File: src/rtl/note_keypad.sv
// Piano keypad front end: synchronises and debounces eight note buttons, then
// picks the winning key (last pressed, highest index on ties) as a 3-bit note code.
module note_keypad #(
    parameter int DEBOUNCE_CYCLES = 1000000,
    parameter int CNT_W           = 20
) (
    input  logic       clk_in,
    input  logic       rst_n,
    input  logic [7:0] keys,
    output logic [2:0] scaler,
    output logic       note_on,
    output logic       note_chg
);

    localparam logic [CNT_W-1:0] CNT_LAST = CNT_W'(DEBOUNCE_CYCLES - 1);
    localparam logic [CNT_W-1:0] CNT_ONE  = CNT_W'(1);

    typedef enum logic {
        IDLE    = 1'b0,
        PLAYING = 1'b1
    } state_t;

    logic [7:0]       s1_r;
    logic [7:0]       s2_r;
    logic [7:0]       cand_r;
    logic [7:0]       db_r;
    logic [7:0]       db_prev_r;
    logic [CNT_W-1:0] cnt_r;
    state_t           state_r;
    state_t           state_nxt_s;
    logic [2:0]       scaler_nxt_s;
    logic             note_on_nxt_s;
    logic             note_chg_nxt_s;
    logic [7:0]       rises_s;

    function automatic logic [2:0] top_index(input logic [7:0] v);
        logic [2:0] idx;
        idx = 3'd0;
        for (int i = 0; i < 8; i++) begin
            if (v[i]) begin
                idx = 3'(i);
            end
        end
        return idx;
    endfunction

    // Two-flop synchroniser for the asynchronous buttons.
    always_ff @(posedge clk_in or negedge rst_n) begin
        if (!rst_n) begin
            s1_r <= 8'h00;
            s2_r <= 8'h00;
        end else begin
            s1_r <= keys;
            s2_r <= s1_r;
        end
    end

    // Whole-vector debounce: any change in the synchronised vector restarts the count.
    always_ff @(posedge clk_in or negedge rst_n) begin
        if (!rst_n) begin
            cand_r    <= 8'h00;
            db_r      <= 8'h00;
            db_prev_r <= 8'h00;
            cnt_r     <= '0;
        end else begin
            db_prev_r <= db_r;
            if (s2_r != cand_r) begin
                cand_r <= s2_r;
                cnt_r  <= '0;
            end else if (cand_r != db_r) begin
                if (cnt_r == CNT_LAST) begin
                    db_r  <= cand_r;
                    cnt_r <= '0;
                end else begin
                    cnt_r <= cnt_r + CNT_ONE;
                end
            end else begin
                cnt_r <= '0;
            end
        end
    end

    assign rises_s = db_r & ~db_prev_r;

    // Note selection: a fresh press wins; on release of the current key fall back to the highest held key.
    always_comb begin
        state_nxt_s    = state_r;
        scaler_nxt_s   = scaler;
        note_on_nxt_s  = note_on;
        note_chg_nxt_s = 1'b0;
        case (state_r)
            IDLE: begin
                note_on_nxt_s = 1'b0;
                if (db_r != 8'h00) begin
                    state_nxt_s    = PLAYING;
                    scaler_nxt_s   = top_index(db_r);
                    note_on_nxt_s  = 1'b1;
                    note_chg_nxt_s = 1'b1;
                end else begin
                    state_nxt_s = IDLE;
                end
            end
            PLAYING: begin
                note_on_nxt_s = 1'b1;
                if (rises_s != 8'h00) begin
                    scaler_nxt_s = top_index(rises_s);
                end else if ((db_r[scaler] == 1'b0) && (db_r != 8'h00)) begin
                    scaler_nxt_s = top_index(db_r);
                end else if (db_r == 8'h00) begin
                    state_nxt_s   = IDLE;
                    note_on_nxt_s = 1'b0;
                end else begin
                    scaler_nxt_s = scaler;
                end
                note_chg_nxt_s = (scaler_nxt_s != scaler);
            end
            default: begin
                state_nxt_s   = IDLE;
                note_on_nxt_s = 1'b0;
            end
        endcase
    end

    // State and registered outputs.
    always_ff @(posedge clk_in or negedge rst_n) begin
        if (!rst_n) begin
            state_r  <= IDLE;
            scaler   <= 3'd0;
            note_on  <= 1'b0;
            note_chg <= 1'b0;
        end else begin
            state_r  <= state_nxt_s;
            scaler   <= scaler_nxt_s;
            note_on  <= note_on_nxt_s;
            note_chg <= note_chg_nxt_s;
        end
    end

endmodule
File: config.mk
export PLATFORM = sky130hd
export DESIGN_NAME = note_keypad
export DESIGN_NICKNAME = d
export VERILOG_FILES = /design/src/rtl/note_keypad.sv
export SDC_FILE = /design/constraint.sdc
export NUM_CORES = 1
export LEC_CHECK = 0
export ABC_AREA = 1
export BUFFER_PORTS_ARGS = -buffer_cell sky130_fd_sc_hd__buf_2
export CAP_MARGIN = 10
export CORE_ASPECT_RATIO = 0.7
export CORE_UTILIZATION = 30
export CTS_CLUSTER_DIAMETER = 120
export DETAILED_ROUTE_END_ITERATION = 7
export PLACE_DENSITY_LB_ADDON = 0.12
export REMOVE_ABC_BUFFERS = 1
export SLEW_MARGIN = 20
export SYNTH_ARGS = -nofsm -noshare
export SYNTH_HDL_FRONTEND = slang
export SYNTH_SLANG_ARGS = --single-unit
export TNS_END_PERCENT = 10
File: constraint.sdc
create_clock -name clk_in -period 1.6 [get_ports clk_in]
set_clock_uncertainty 0.05 [all_clocks]
set_input_delay 0.24 -clock clk_in [delete_from_list [all_inputs] [get_ports clk_in]]
set_output_delay 0.24 -clock clk_in [all_outputs]
set_load 0.01 [all_outputs]
==> results.md <==
* Post-synth top area share at a little over half
* TritonCTS buffer count at 9
* Core area at between 9000 and 10,000 sq um
* Wire per inst at between 10 and 15 um
* Total Routing Usage GR at 15.6%
* Maximum VDD drop at 0.527 mV
* Synth cell types at 31
* Die area at roughly 10,000 sq um
* Vias in the first global route at ~2,600
* Area growth syn-to-layout at 48.9%
* Failing checks: negative setup slack
* Post-synth EDFFs at 0
* Insertion delay to the later sink of the worst-skew pair at between 300 and 400 ps
* Period utilization at 113%
* Switching power at approximately 0.00085 W
* Final core occ at 46.2%
* Pin count of the biggest net entering global routing at 66
* Die Ht at 85.8 um
* Clock group share of total power at 54.0%
* Std cell rows at 30
* CP required at 1780 ps
* DR DRC count at 0
* Vias/cell at 4.18
* RSZ-0062 raised after global routing: yes
* Global routing usage on met3 at ~4.8%
* Commonest non-fill, non-tap cells in the layout: 92 x nand2_1, 87 x buf_4, 61 x dfrtp_1, 32 x inv_1, 25 x nor2_1
* Crit path max fanout at 4
* Worst Setup Slack, final at -209 ps
* Int Pwr at slightly above 0.003 W
* #FFs+latches synth at 65
* Actual slew at the worst max-slew pin at approximately 360 ps
* Switching Share at 21.4%
* Ys flop type: dfrtp_1
* CTS HTree Levels at 3
* Pins Over Slew Limit at 0
* Max-cap violations at 0
* Max Clk Rate at 553 MHz
* Pre-CTS setup slack at -293 ps
* Met2 Track Usage GR at a little over a fifth
* Drt initial violations at approximately 140
* Clock sink total at 65
* Ys Warns at 0
* First-pass detailed-route iteration total at 4
* HPWL Detailed at around 5.0 mm
* Hold crit path type: register to register
* Yosys top cell by area: dfrtp_1
* Share of total power in combinational logic at under 10%
* Clk buf depth at 2
* Rel. slew slack at ~76%
* Initial Utilization at between 30% and 40%
* First-pass GRT wire length at ~12 mm
* CTS Root Cell: clkbuf_16
* Finished layout cell area at around 4500 sq um
* Initial antenna violation count at 0
* Final Power at between 0.003 and 0.004 W
* Sequential area share after synthesis at between 50% and 60%
* Final Hold Viols at 0
* WHS at around 300 ps
* Ranking of synthesized cells by area: dfrtp_1 54%, nand2_1 12%, inv_1 5.1%
* Critical path class: register to register
* Seq pwr share at between 40% and 50%
* Hold Path Depth at 0
* DRT Wirelength at 7.05 mm
* Asr flop ratio synth at 100%
* Critical Path AT at approximately 2000 ps
* Via Count at approximately 2,500
* Minimum clock period after layout at about 1800 ps
* Placement Cell Area at around 3800 sq um
* Synth Cell Area at between 3000 and 4000 sq um
* Commonest non-fill, non-tap cell in the layout: nand2_1
* Worst-path clk slew at 60 ps
* Critical path's largest stage delay at 400 ps
* Leakage dissipation at 2.20 nW
* CTS tree: yes
* Most frequent CP cell: nor2_4
* Crit path cell chain: ha_4 > nand3_4 > nor2_4 > nand2_2 > nor2_4 > nand2_2 > nor3_4 > nand3b_4 > nor2_4 > nand3_2 > nand2_1 > nor2_1
* Met1 Track Usage GR at roughly 23%
* CP Capture Type: register
* Status: complete, but fails checks
* Gpl congestion at between 0.8 and 0.9
* Worst setup SP type: register
* Final nets at about 480
* # port buffers at 14
* Remaining antenna violation count after routing at 0
* Final setup fails at 30
* Grt peak-use layer: met1
* Layout cells sized above 1 at about 39%
* R2R depth at 12
* I/O pin total at 15
* Synthesized netlist cell count at roughly 350
* Antenna Cells at 0
* Crit-path slowest cell: dfrtp_1
* GRT overflow at 0
* Die W at 122 um
* Syn avg cell area at ~8.5 sq um
* P per Cell Area at between 800 and 900 nW/um^2
-- routing by layer --
layer | up-vias | part of all wire, %
met5 | - | 0
met4 | 0 | 1.4
met3 | 10 | 4.1
met2 | 32 | 39
met1 | 1122 | 55
li1 | 1345 | -
-- area by class of cell --
| class | count | area [sq um] |
|---|---|---|
| clock inverters | 7 | 103 |
| flip-flops and latches | 65 | 1630 |
| repair buffers | 114 | 876 |
| clock buffers | 9 | 225 |
| multi-input cells | 234 | 1330 |
| fillers | 959 | 5240 |
| inverters | 43 | 161 |
| well taps | 128 | 160 |
-- cells by family after synthesis --
logic type               Yosys count  synth area share, %
buffers and inverters             55                 7.52
AO/OA/AOI/OAI                     31                 5.81
AND/OR/NAND/NOR                  191                 29.1
flip-flops                        65                 54.0
adder cells (fa/ha/maj)            1                0.415
XOR/XNOR                          11                 3.20
-- path summary, 6_finish.rpt --
check | startpoint | slack [ps] | endpoint
min reg2reg | s1_r[0] | 300 | s2_r[0]
min | s1_r[0] | 300 | s2_r[0]
max in group asynchronous | rst_n | 790 | db_r[4]
max reg2reg | cnt_r[0] | -210 | cnt_r[18]
max | cnt_r[0] | -210 | cnt_r[18]
min in group asynchronous | rst_n | 400 | scaler[2]
-- cell usage after synthesis, types with 4 or more instances --
cell	count
inv_1	41
nor2_1	37
a21oi_1	8
nand3_1	27
o21ai_0	15
xor2_1	6
xnor2_1	5
dfrtp_1	65
or2_2	8
nand4_1	10
nand2_1	94
clkbuf_1	8
nor2_2	4
-- worst max-delay path, delay by kind of cell (launching register included) --
kind / cells / cell delay (ps)
and+or+nand+nor: 11 / 1080
DFF: 1 / 400
adders and majority gates: 1 / 170
-- what timing repair did --
item                                    4_1_cts  5_1_grt
pin swaps                                    11       14
buffers inserted                             11        3
gates resized for setup                      31       25
endpoints found under the hold margin        73        0
hold buffers                                  9        0
endpoints found under the setup margin       32       32
-- power by group through the flow --
stage / Combinational (W) / Sequential (W) / Clock (W)
after global routing: 0.000151 / 0.00169 / 0.00228
after global placement: 0.000116 / 0.00172 / 0
after detailed placement: 0.000117 / 0.00172 / 0
final: 0.000132 / 0.00169 / 0.00214
after CTS: 0.000135 / 0.00169 / 0.00220
after floorplan: 0.0000350 / 0.00172 / 0
-- flip-flops by register name (all words and copies together), names as in the netlist --
register and count:
db_prev_r 8, cand_r 8, cnt_r 20, scaler 3, state_r 1, s1_r 8, s2_r 8, note_chg 1
db_r 8
-- metrics by stage --
| step | TNS (ps) | instances |
|---|---|---|
| final | -2990 | 600 |
| after global routing | -7330 | 600 |
| after CTS | -3900 | 598 |
| after detailed placement | -4610 | 562 |
| after global placement | -3820 | 562 |
| after floorplan | -473 | 342 |
(Power assumes the default switching activity.)
